==> src/rtl/decoder_seq_sweep.sv <==
// One-hot N-to-2^N decoder with a registered output and a built-in sweep sequencer
// that walks a single enable line across every output, e.g. to clear a register file.
module decoder_seq_sweep #(
  parameter int unsigned SEL_W       = 5,
  parameter bit          SWEEP_SKIP0 = 1'b1
) (
  input  logic                  clk,
  input  logic                  rst_n,
  input  logic                  en,
  input  logic [SEL_W-1:0]      sel,
  input  logic                  sweep_start,
  input  logic                  stall,
  output logic [(2**SEL_W)-1:0] out,
  output logic                  busy,
  output logic                  done,
  output logic [SEL_W-1:0]      cur_idx
);

  localparam int unsigned       OUT_W = 2 ** SEL_W;
  localparam logic [SEL_W-1:0]  FIRST = SEL_W'(SWEEP_SKIP0 ? 1 : 0);
  localparam logic [SEL_W-1:0]  LAST  = SEL_W'(OUT_W - 1);

  typedef enum logic [1:0] {
    S_IDLE  = 2'd0,
    S_SWEEP = 2'd1,
    S_DONE  = 2'd2
  } state_e;

  state_e             state_q, state_d;
  logic [SEL_W-1:0]   idx_q,   idx_d;
  logic [OUT_W-1:0]   out_q,   out_d;
  logic               busy_q,  busy_d;
  logic               done_q,  done_d;

  function automatic logic [OUT_W-1:0] onehot(input logic [SEL_W-1:0] i);
    logic [OUT_W-1:0] v;
    v    = '0;
    v[i] = 1'b1;
    return v;
  endfunction

  // Next-state and next-output logic; every register holds unless told otherwise.
  always_comb begin
    state_d = state_q;
    idx_d   = idx_q;
    out_d   = out_q;
    busy_d  = busy_q;
    done_d  = done_q;

    unique case (state_q)
      S_IDLE: begin
        idx_d  = '0;
        busy_d = 1'b0;
        done_d = 1'b0;
        if (sweep_start) begin
          state_d = S_SWEEP;
          idx_d   = FIRST;
          out_d   = onehot(FIRST);
          busy_d  = 1'b1;
        end else if (en) begin
          out_d = onehot(sel);
        end else begin
          out_d = '0;
        end
      end

      S_SWEEP: begin
        // Sweep requests and decode requests are dropped while sweeping.
        if (!stall) begin
          if (idx_q == LAST) begin
            state_d = S_DONE;
            out_d   = '0;
            done_d  = 1'b1;
          end else begin
            idx_d = idx_q + SEL_W'(1);
            out_d = onehot(idx_q + SEL_W'(1));
          end
        end
      end

      S_DONE: begin
        state_d = S_IDLE;
        idx_d   = '0;
        out_d   = '0;
        busy_d  = 1'b0;
        done_d  = 1'b0;
      end

      default: begin
        state_d = S_IDLE;
        idx_d   = '0;
        out_d   = '0;
        busy_d  = 1'b0;
        done_d  = 1'b0;
      end
    endcase
  end

  always_ff @(posedge clk or negedge rst_n) begin
    if (!rst_n) begin
      state_q <= S_IDLE;
      idx_q   <= '0;
      out_q   <= '0;
      busy_q  <= 1'b0;
      done_q  <= 1'b0;
    end else begin
      state_q <= state_d;
      idx_q   <= idx_d;
      out_q   <= out_d;
      busy_q  <= busy_d;
      done_q  <= done_d;
    end
  end

  assign out     = out_q;
  assign busy    = busy_q;
  assign done    = done_q;
  assign cur_idx = idx_q;

endmodule
==> config.mk <==
export PLATFORM = sky130hd
export DESIGN_NAME = decoder_seq_sweep
export DESIGN_NICKNAME = d
export VERILOG_FILES = /design/src/rtl/decoder_seq_sweep.sv
export SDC_FILE = /design/constraint.sdc
export NUM_CORES = 1
export LEC_CHECK = 0
export BUFFER_PORTS_ARGS = -buffer_cell sky130_fd_sc_hd__buf_2
export CORE_MARGIN = 2
export CORE_UTILIZATION = 51
export CTS_CLUSTER_DIAMETER = 60
export CTS_CLUSTER_SIZE = 12
export DETAILED_ROUTE_END_ITERATION = 16
export MAX_ROUTING_LAYER = met4
export PLACE_DENSITY = 0.81
export SYNTH_ARGS = -nofsm -noshare
export SYNTH_HDL_FRONTEND = slang
export SYNTH_SLANG_ARGS = --single-unit
==> constraint.sdc <==
create_clock -name clk -period 3 [get_ports clk]
set_input_delay 0 -clock clk [delete_from_list [all_inputs] [get_ports clk]]
set_output_delay 0 -clock clk [all_outputs]
set_load 0.02 [all_outputs]
# Word-level counts from Yosys, hierarchy flattened
# Cells that the tools add are included.
# op_classes
add_sub_neg	1
multipliers	0
n_div	0
magnitude_cmp	4
eq_ne	6
n_shift	0
mux	22
bitwise_logic	0
reduce_logical	6
# op_table
op	n
32-bit 2-to-1 mux	4
32-bit one-hot mux with 2 select lines	1
5-bit by 6-bit less-than comparator with 1-bit output (second input constant)	2
1-bit demux with 5-bit select	2
5-bit by 1-bit greater-or-equal comparator with 1-bit output (second input constant)	2
5-bit 2-to-1 mux	2
5-bit one-hot mux with 2 select lines	1
2-bit inequality test (second input constant)	4
1-bit 2-to-1 mux	7
2-bit 2-to-1 mux	3
5-bit by 1-bit adder with 5-bit output (second input constant)	1
5-bit == test (second input constant)	1
2-bit one-hot mux with 2 select lines	1
2-bit AND reduction	2
3-bit AND reduction	1
2-bit by 1-bit == test with 1-bit output (second input constant)	1
1-bit logical AND	2
2-bit logical NOT	1
1-bit one-hot mux with 2 select lines	1
# totals
ff_bits	41
latchBits	0
ramBits	0
mem_bits_ro	0
out_inout_bits	39
wordCells	44
mem_count	0

# Logic depth before layout (Yosys ltp)
# Gate-level depths: netlist (run 1).
# depth
ltp_word	8
depth_mapped	8
mapped_depth_nobuf	7

# Worst setup path before layout (run 1)
# No wires, ideal clock.
# synth_timing
path_type	register to register
startpoint	reg idx_q[0], in the netlist cur_idx[0]
endpoint	reg out_q[15], in the netlist out[15]
setup_ps	90
arrival_time_ps	2359
slack_ps	551
path_stages_with_launch	9
n_path_buf	1
period_less_slack_ps	2449
path_cell_list	dfrtp_1 ha_1 clkbuf_1 and3_1 ha_1 nor4b_4 nor2b_1 nand2_1 o221ai_1
# synth_between
elab_chain_len	8
# synth_rtl
item	line_no	source
start: declaration	30	logic [SEL_W-1:0] idx_q, idx_d;
start signal: assignment	108	idx_q <= idx_d;
5-bit by 1-bit adder with 5-bit output	76	out_d = onehot(idx_q + SEL_W'(1));
5-bit by 6-bit less-than comparator with 1-bit output (not written as such) / 5-bit by 1-bit greater-or-equal comparator with 1-bit output (equally long branches)	38	v[i] = 1'b1;
1-bit logical AND (not written as such)	38	
1-bit 2-to-1 mux (not written as such)	38	
1-bit demux with 5-bit select	38	
32-bit 2-to-1 mux (*)	70	if (idx_q == LAST) begin
32-bit 2-to-1 mux (*)	69	if (!stall) begin
32-bit one-hot mux with 2 select lines (*)	50	unique case (state_q)
end signal: assignment	109	out_q <= out_d;
end: declaration	31	logic [OUT_W-1:0] out_q, out_d;
# Every way passes the cells marked *; elsewhere a longest branch is shown, timed or not. The select of a mux whose other input is x is not followed.
# A chain may end at the register's enable or synchronous reset.

# Worst setup path in the final report (run 1)
# Same ends and word-level chain as after synthesis.

==> results of run 1 <==
flip-flops by register name, summed over array words and instances, names as in the netlist:
name / flops
busy: 1
out: 32
state_q: 2
done: 1
cur_idx: 5
per-stage QoR:
| stage | instance area (sq um) | cells | power, W |
|---|---|---|---|
| 2_1_floorplan | 2110 | 212 | 0.00140 |
| 3_3_place_gp | 2360 | 301 | 0.00167 |
| 3_5_place_dp | 2360 | 301 | 0.00168 |
| 4_1_cts | 2470 | 310 | 0.00205 |
| 5_1_grt | 2470 | 310 | 0.00218 |
| 6_report | 2470 | 310 | 0.00205 |
critical path, delay by kind of cell, from the launching register on:
family,cells,cell delay [ns]
adder cells (fa/ha/maj),2,0.61
AO/OA/AOI/OAI,1,0.21
flip-flops,1,0.48
AND/OR/NAND/NOR,4,1.24
cell usage in the layout, fill, tap and decap left out, drive strengths merged, types with 2 or more instances in the layout:
cell type / Yosys / final
nand2: 33 / 33
dfrtp: 41 / 41
a211oi: 2 / 2
ha: 6 / 6
xor2: 2 / 2
nor3: 9 / 9
o211ai: 2 / 2
nor2b: 2 / 2
a22oi: 13 / 13
o221ai: 15 / 15
o21ai: 15 / 15
clkinv: 0 / 2
or3: 5 / 5
clkbuf: 5 / 6
a31oi: 2 / 2
and3: 2 / 2
buf: 5 / 49
nand2b: 2 / 2
nand3: 7 / 7
inv: 7 / 7
nor2: 12 / 12
a21oi: 4 / 4
layout make-up:
cell class,count,share of cell area
multi-input cells,154,0.405
clock inverters,2,0.00558
flip-flops and latches,41,0.416
clock buffers,6,0.0335
inverters,7,0.0106
repair buffers,50,0.104
well taps,50,0.0253
metal layers:
metal / vias up / GRT usage / share of wire
met5: - / - / 0
met4: 0 / 0.0500 / 0.013
met1: 879 / 0.344 / 0.43
li1: 879 / - / -
met3: 9 / 0.0493 / 0.087
met2: 97 / 0.353 / 0.47
synthesized netlist by cell type, drive strengths merged, types with 2 or more instances:
library cell	n	share of area
clkbuf	5	0.0095
o221ai	15	0.062
or3	5	0.022
a21oi	4	0.0095
inv	7	0.012
nand3	7	0.017
o211ai	2	0.0071
nand2b	2	0.0059
nor2	12	0.021
nor3	9	0.021
xor2	2	0.0083
o21ai	15	0.036
a211oi	2	0.0071
nor2b	2	0.0059
dfrtp	41	0.49
nand2	33	0.059
a31oi	2	0.0059
ha	6	0.036
a22oi	13	0.046
and3	2	0.0059
buf	5	0.017
power groups by stage:
| stage | sequential (W) | combinational, W | clock, W |
|---|---|---|---|
| floorplan | 0.000936 | 0.000463 | 0 |
| global placement | 0.000816 | 0.000858 | 0 |
| detailed placement | 0.000820 | 0.000863 | 0 |
| CTS | 0.000809 | 0.000870 | 0.000375 |
| global route | 0.000832 | 0.000943 | 0.000403 |
| finish | 0.000810 | 0.000870 | 0.000366 |
cells by family (layout without fill, tap and decap cells):
family,count (synthesis),after routing,synth area share
xor gates and xnor gates,3,3,0.0125
AOI/OAI and AO/OA,61,61,0.213
buffers and inverters,17,65,0.0392
and+or+nand+nor,84,84,0.212
DFF,41,41,0.487
adders and majority gates,6,6,0.0356
timing repair:
action                                 CTS  global route
setup endpoints to repair                0             0
hold buffers                             1             0
setup buffers                            0             0
endpoints found under the hold margin   41             0
final timing paths:
| path | startpoint | cells past startpoint | endpoint | slack, ns |
|---|---|---|---|---|
| worst max-delay path | cur_idx[0]$_DFFE_PN0P_ | 7 | out[15]$_DFFE_PN0P_ | 0.39 |
| worst min-delay path | sweep_start | 3 | busy$_DFFE_PN0N_ | 0.03 |
| worst max register to register | cur_idx[0]$_DFFE_PN0P_ | 7 | out[15]$_DFFE_PN0P_ | 0.39 |
| worst min register to register | out[25]$_DFFE_PN0P_ | 2 | out[25]$_DFFE_PN0P_ | 0.49 |
| max in group asynchronous | rst_n | 2 | cur_idx[4]$_DFFE_PN0P_ | 2.06 |
| min in group asynchronous | rst_n | 2 | out[21]$_DFFE_PN0P_ | 0.38 |
==> flow_summary.json, run 1 <==
{
  "die_area_sq_mm": 0.00466,
  "drive_gt1_frac": 0.265,
  "clock_skew_ns": 0.00588,
  "critPathKind": "reg2reg",
  "cts_tree": "yes",
  "grt_max_degree": 42,
  "vias_per_cell": 6.01,
  "async_reset_ff_frac": 1.00,
  "utilization": 0.617,
  "clock_power_share": 0.179,
  "leakage_nw": 1.18,
  "hold_path_class": "in2reg",
  "power_frac_comb": 0.425,
  "clockBufferDepth": 2,
  "p_switching_w": 0.000887,
  "setup_tns_ns": 0,
  "drv_slew": 0,
  "io_buffers": 48,
  "via_count": 1864,
  "post_synth.cell_area_avg_sq_um": 9.93,
  "dp_hpwl_um": 3800,
  "max_slew_margin": 0.403,
  "coreArea_sq_mm": 0.00400,
  "chipHeight_um": 68.3,
  "wl_per_cell_um": 17.0,
  "hold_slack_ns": 0.0321,
  "die_x_um": 68.3,
  "final_antenna_net_count": 0,
  "cpMostUsedCell": "ha_1",
  "clock_sinks": 41,
  "h-tree-depth": 2,
  "route.detailed.drc": 0,
  "antenna_cells": 0,
  "power.internal_w": 0.00116,
  "initialDrtViolationCount": 195,
  "ys_types": 46,
  "clk_pin_slew_ns": 0.08,
  "setup_viol": 0,
  "synthFlopType": "dfrtp_1",
  "p_sw_frac": 0.434,
  "multi_input_area_sq_um": 1000,
  "critical-path-slowest-cell": "dfrtp_1",
  "hold_viol_final": 0,
  "worst_pin_slew_ns": 0.895,
  "root_buffer": "clkbuf_8",
  "peakVddDrop_v": 0.000528,
  "grt_pass1_wl_um": 7860,
  "crit_path_max_incr_delay_ns": 0.48,
  "seq_power_share": 0.396,
  "synth_nets": 228,
  "synth_area_sq_mm": 0.00211,
  "antenna_found_initial": 0,
  "ys_seq_area_frac": 0.487,
  "required_ns": 3.20,
  "track_usage": 0.240,
  "ios": 49,
  "startpoint_type": "flip-flop",
  "gp_congestion": 0.874,
  "final-seq-area_sq_mm": 0.00103,
  "area_delta_synth_final_pct": 17.2,
  "rsz0062_at_grt": "false",
  "worstPathMaxFanout": 9,
  "clkLatencyLatePin_ns": 0.28,
  "synth-edff-count": 0,
  "timing.fmax_ghz": 0.383,
  "synthCells": 212,
  "path_cells": "ha_1, and3_1, ha_1, nor4b_4, nor2b_1, nand2_1, o221ai_1",
  "grt_pass1_vias": 1566,
  "synth-seq-cells": 41,
  "start_util": 0.526,
  "status": "completed",
  "cts_buffers": 5,
  "worst_ep_arrival_time_ns": 2.81,
  "ctsResizeCount": 0,
  "fillCellCount": 361,
  "finalWorstSetupSlack_ns": 0.386,
  "rows": 23,
  "power_density_mw_per_mm2": 829,
  "dp_slack_ns": 0.454,
  "wirelength_um": 5290,
  "endpoint_kind": "flip-flop",
  "ys_warn_count": 0,
  "overflow": 0,
  "drt_first_pass_iters": 5,
  "period_share": 0.871,
  "fin_crit_ns": 2.61,
  "finalNetCount": 275,
  "max-cap-violations": 0
}
No activity file was read; power rests on OpenSTA's default activity.
==> run 2, diff against run 1 <==
Clock period 3 ns to 2.7 ns, I/O delays scaled along.
==> run 2 against run 1 <==
Against the previous run: largest cell class unchanged; hold slack got worse by 0.0097 ns; critical endpoint unchanged; sequential power rose by 12%; highest routed layer unchanged; final area rose by 0.15%; die area did not move; wire length rose by 2.5%.
==> flow_summary.json, run 2 (synthesis results as in run 1) <==
{
  "clk_pin_slew_ns": 0.08,
  "endpoint_kind": "flip-flop",
  "cts_buffers": 5,
  "dp_hpwl_um": 3930,
  "cts_tree": "yes",
  "rsz0062_at_grt": "false",
  "crit_buf_inv": 0,
  "required_ns": 2.91,
  "rows": 23,
  "critical-path-slowest-cell": "dfrtp_1",
  "io_buffers": 48,
  "post_cts_buffers": 0,
  "setup_viol": 0,
  "fillCellCount": 337,
  "die_x_um": 68.3,
  "path_cells": "ha_1, and3_1, ha_1, nor4b_4, nor2b_2, nand2_1, o221ai_1",
  "leakage_nw": 1.18,
  "coreArea_sq_mm": 0.00400,
  "status": "completed",
  "clock_sinks": 41,
  "grt_pass1_wl_um": 8140,
  "area_delta_synth_final_pct": 17.4,
  "dp_slack_ns": 0.215,
  "critPathKind": "reg2reg",
  "max-cap-violations": 0,
  "crit_path_max_incr_delay_ns": 0.48,
  "mostFrequentLayoutCell": "buf_2",
  "clockBufferDepth": 2,
  "initialDrtViolationCount": 154,
  "power_w": 0.00229,
  "chipHeight_um": 68.3,
  "hold_path_class": "in2reg",
  "peakVddDrop_v": 0.000518,
  "worst_pin_slew_ns": 0.894,
  "start_util": 0.526,
  "die_area_sq_mm": 0.00466,
  "hold_viol_final": 0,
  "antenna_found_initial": 0,
  "clkLatencyLatePin_ns": 0.30,
  "final_antenna_net_count": 0,
  "drt_first_pass_iters": 5,
  "drv_slew": 0,
  "period_share": 0.887,
  "worst_ep_arrival_time_ns": 2.60,
  "cpMostUsedCell": "ha_1",
  "final_cell_mix": "buf_2, dfrtp_1, nand2_1",
  "clock_skew_ns": 0.00848,
  "overflow": 0,
  "h-tree-depth": 2,
  "root_buffer": "clkbuf_8",
  "finalNetCount": 276,
  "route.detailed.drc": 0,
  "setup_tns_ns": 0,
  "timing.fmax_ghz": 0.418,
  "gp_congestion": 0.867,
  "fin_crit_ns": 2.39,
  "drive_gt1_frac": 0.269,
  "finalWorstSetupSlack_ns": 0.306,
  "wl_per_cell_um": 17.5,
  "largest_reg_flops": 32,
  "antenna_cells": 0,
  "grt_pass1_vias": 1673,
  "via_count": 1902,
  "power_density_mw_per_mm2": 925,
  "track_usage": 0.250,
  "grt_max_degree": 42,
  "worstPathMaxFanout": 9,
  "max_slew_margin": 0.404,
  "startpoint_type": "flip-flop",
  "ios": 49,
  "vias_per_cell": 6.14,
  "crit_family": "simple AND/OR/NAND/NOR gates",
  "wirelength_um": 5420
}
[run 2: cell type report]
type                    instances  area, sq um  share of cell area
flip-flops and latches         41         1030               0.415
multi-input cells             154         1000               0.405
repair buffers                 51          265               0.107
clock buffers                   6         82.6              0.0334
well taps                      50         62.6              0.0253
inverters                       7         26.3              0.0106
clock inverters                 1         7.51             0.00304
[run 2: report_power, final]
part           switching (W)  internal, W  leakage (nW)  total (W)
registers           0.000149     0.000755         0.553   0.000904
logic               0.000645     0.000330         0.586   0.000976
clock network       0.000205     0.000202        0.0433   0.000407
[run 2: what timing repair did]
action | in CTS | in global routing
resized for setup | 0 | 1
endpoints found under the setup margin | 0 | 1
hold endpoints to repair | 41 | 0
hold buffers | 1 | 0
[run 2: path summary, 6_finish.rpt]
check                                        from                  end  slack, ns  depth (start not counted)
max                        cur_idx[0]$_DFFE_PN0P_  out[15]$_DFFE_PN0P_       0.31                          7
min                                   sweep_start     busy$_DFFE_PN0N_       0.02                          3
max reg2reg                cur_idx[0]$_DFFE_PN0P_  out[15]$_DFFE_PN0P_       0.31                          7
min reg2reg                   out[25]$_DFFE_PN0P_  out[25]$_DFFE_PN0P_       0.49                          2
max in group asynchronous                   rst_n  out[26]$_DFFE_PN0P_       1.78                          2
min in group asynchronous                   rst_n  out[15]$_DFFE_PN0P_       0.36                          2
[run 2: layer usage]
metal  global-route usage  wire, um
met1                0.331      2320
met2                0.381      2600
met3               0.0477       392
met4               0.0950       105
met5                    -         0
[run 2: worst register-to-register path, stage by stage, from the launching register on]
cell      delay, ns
dfrtp_1        0.48
ha_1           0.34
and3_1         0.22
ha_1           0.25
nor4b_4        0.31
nor2b_2        0.30
nand2_1        0.17
o221ai_1       0.22
[run 2: through the flow]
step	utilization	cell area, sq um	hold slack, ns	std cells
3_3_place_gp	0.592	2370	0.161	302
4_1_cts	0.617	2470	0.0153	310
5_1_grt	0.618	2470	0.0285	310
3_5_place_dp	0.592	2370	0.171	302
2_1_floorplan	-	2110	-0.296	212
6_report	0.618	2470	0.0224	310
==> run 3, diff against run 2 <==
Settings changed: RECOVER_POWER set to 50.
Clock period 2.7 ns to 2.77 ns, I/O delays scaled along.
==> run 3 against run 2 <==
Against the previous run: the run now ends with max-capacitance violations, max-slew violations left; register-to-register slack got worse by 0.05 ns; flip-flop and latch count did not move; combinational power fell by 4.2%; final cell count did not move; total power fell by 1.1%; core utilization fell by 0.88 points; critical endpoint unchanged; largest cell class unchanged; largest power group unchanged.
==> flow_summary.json, run 3 (synthesis results as in run 1) <==
{
  "mostFrequentLayoutCell": "dfrtp_1",
  "violations": "max-capacitance violations, max-slew violations",
  "post_cts_buffers": 0,
  "drive_gt1_frac": 0.119,
  "wl_per_cell_um": 17.1,
  "ios": 49,
  "io_buffers": 48,
  "path_cells": "ha_1, and3_1, ha_1, nor4b_4, nor2b_2, nand2_1, o221ai_1",
  "gp_congestion": 0.883,
  "r2r_start": "cur_idx[1]$_DFFE_PN0P_",
  "worst_pin_slew_ns": 2.12,
  "fin_area_sq_mm": 0.00244,
  "clk_pin_slew_ns": 0.08,
  "peakVddDrop_v": 0.000507,
  "seq_power_share": 0.385,
  "r2r_slack_ns": 0.26,
  "critPathKind": "reg2reg",
  "area_delta_synth_final_pct": 15.7,
  "clock_skew_ns": 0.00576,
  "drt_first_pass_iters": 4,
  "antenna_found_initial": 0,
  "grt_pass1_wl_um": 8000,
  "r2r_end": "out[15]$_DFFE_PN0P_",
  "via_count": 1859,
  "leakage_nw": 1.03,
  "p_sw_frac": 0.430,
  "holdPathEnd": "busy$_DFFE_PN0N_",
  "max_slew_margin": -0.412,
  "power_density_mw_per_mm2": 928,
  "hold_path_class": "in2reg",
  "clkLatencyLatePin_ns": 0.29,
  "hold_depth": 3,
  "grt_pass1_vias": 1582,
  "start_util": 0.526,
  "hp-start": "sweep_start",
  "drv_slew": 42,
  "setup_viol": 0,
  "clock_sinks": 41,
  "grt_max_degree": 42,
  "vias_per_cell": 6.00,
  "power_frac_comb": 0.413,
  "dp_hpwl_um": 3880,
  "rr_worst_depth": 7,
  "die_x_um": 68.3,
  "clockBufferDepth": 2,
  "overflow": 0,
  "h-tree-depth": 2,
  "required_ns": 2.97,
  "die_area_sq_mm": 0.00466,
  "final_cell_mix": "dfrtp_1, clkbuf_1, nand2_1",
  "rows": 23,
  "route.detailed.drc": 0,
  "period_share": 0.908,
  "antenna_cells": 0,
  "cts_buffers": 5,
  "max-cap-violations": 1,
  "power.internal_w": 0.00129,
  "p_switching_w": 0.000972,
  "worst_ep_arrival_time_ns": 2.72,
  "status": "finished, violations left",
  "endpoint_kind": "flip-flop",
  "crit_path_max_incr_delay_ns": 0.48,
  "root_buffer": "clkbuf_8",
  "final_antenna_net_count": 0,
  "fin_crit_ns": 2.51,
  "cts_tree": "yes",
  "dp_slack_ns": 0.204,
  "power_w": 0.00226,
  "critical-path-slowest-cell": "dfrtp_1",
  "chipHeight_um": 68.3,
  "finalWorstSetupSlack_ns": 0.255,
  "hold_viol_final": 0,
  "wirelength_um": 5300,
  "finalNetCount": 276,
  "largest_reg_flops": 32,
  "startpoint_type": "flip-flop",
  "placed_area_sq_mm": 0.00237,
  "cpMostUsedCell": "ha_1",
  "coreArea_sq_mm": 0.00400,
  "hold_slack_ns": 0.0373,
  "worstPathMaxFanout": 9,
  "setup_tns_ns": 0,
  "timing.fmax_ghz": 0.398,
  "track_usage": 0.246,
  "initialDrtViolationCount": 167,
  "rsz0062_at_grt": "false",
  "clock_power_share": 0.202
}
[run 3: changes by cell type in the layout (fill, tap and decap cells not counted), sizes merged]
cell / delta
buf: -39
clkinv: +1
clkinvlp: -1
bufinv: +1
clkbuf: +38
[run 3: worst max-delay path by stage]
stage / startpoint / end / slack, ns / cells past startpoint
2_1_floorplan: cur_idx[0]$_DFFE_PN0P_ / out[15]$_DFFE_PN0P_ / 0.32 / 8
3_3_place_gp: cur_idx[1]$_DFFE_PN0P_ / out[15]$_DFFE_PN0P_ / 0.32 / 7
3_5_place_dp: cur_idx[1]$_DFFE_PN0P_ / out[15]$_DFFE_PN0P_ / 0.20 / 7
4_1_cts: cur_idx[1]$_DFFE_PN0P_ / out[15]$_DFFE_PN0P_ / 0.19 / 7
5_1_grt: cur_idx[1]$_DFFE_PN0P_ / out[15]$_DFFE_PN0P_ / 0.07 / 7
6_report: cur_idx[1]$_DFFE_PN0P_ / out[15]$_DFFE_PN0P_ / 0.26 / 7
[run 3: through the flow]
step / instances / util
global route: 310 / 0.609
detailed placement: 302 / 0.592
finish: 310 / 0.609
floorplan: 212 / -
global placement: 302 / 0.592
CTS: 310 / 0.621
[run 3: metal layers]
metal | share of wire | GRT usage | routed length (um)
met1 | 0.44 | 0.347 | 2320
met2 | 0.48 | 0.364 | 2560
met3 | 0.065 | 0.0444 | 347
met4 | 0.013 | 0.0750 | 71
met5 | 0 | - | 0
[run 3: repair_timing]
item | CTS | global route
hold endpoints to repair | 41 | 0
endpoints found under the setup margin | 0 | 6
gates resized for setup | 0 | 1
hold buffers | 1 | 0
[run 3: power groups by stage]
stage	clock network, W	registers [W]	logic (W)
2_1_floorplan	0	0.00101	0.000501
3_3_place_gp	0	0.000871	0.000952
3_5_place_dp	0	0.000876	0.000962
4_1_cts	0.000466	0.000864	0.000969
5_1_grt	0.000493	0.000889	0.00103
6_report	0.000456	0.000871	0.000935
[run 3: cell type report]
class                      instances  area [sq um]
clock buffer                       5          68.8
clock inverter                     2          35.0
fill                             358          1560
inverter                           7          26.3
multi-input combinational        154          1000
sequential                        41          1030
tap                               50          62.6
timing repair buffer              51           216
[run 3: worst max-delay path, delay by kind of cell (launching register included)]
family                   cells  cell delay, ns
AO/OA/AOI/OAI                1            0.22
adder cells (fa/ha/maj)      2            0.58
flip-flops                   1            0.48
AND/OR/NAND/NOR              4            1.15
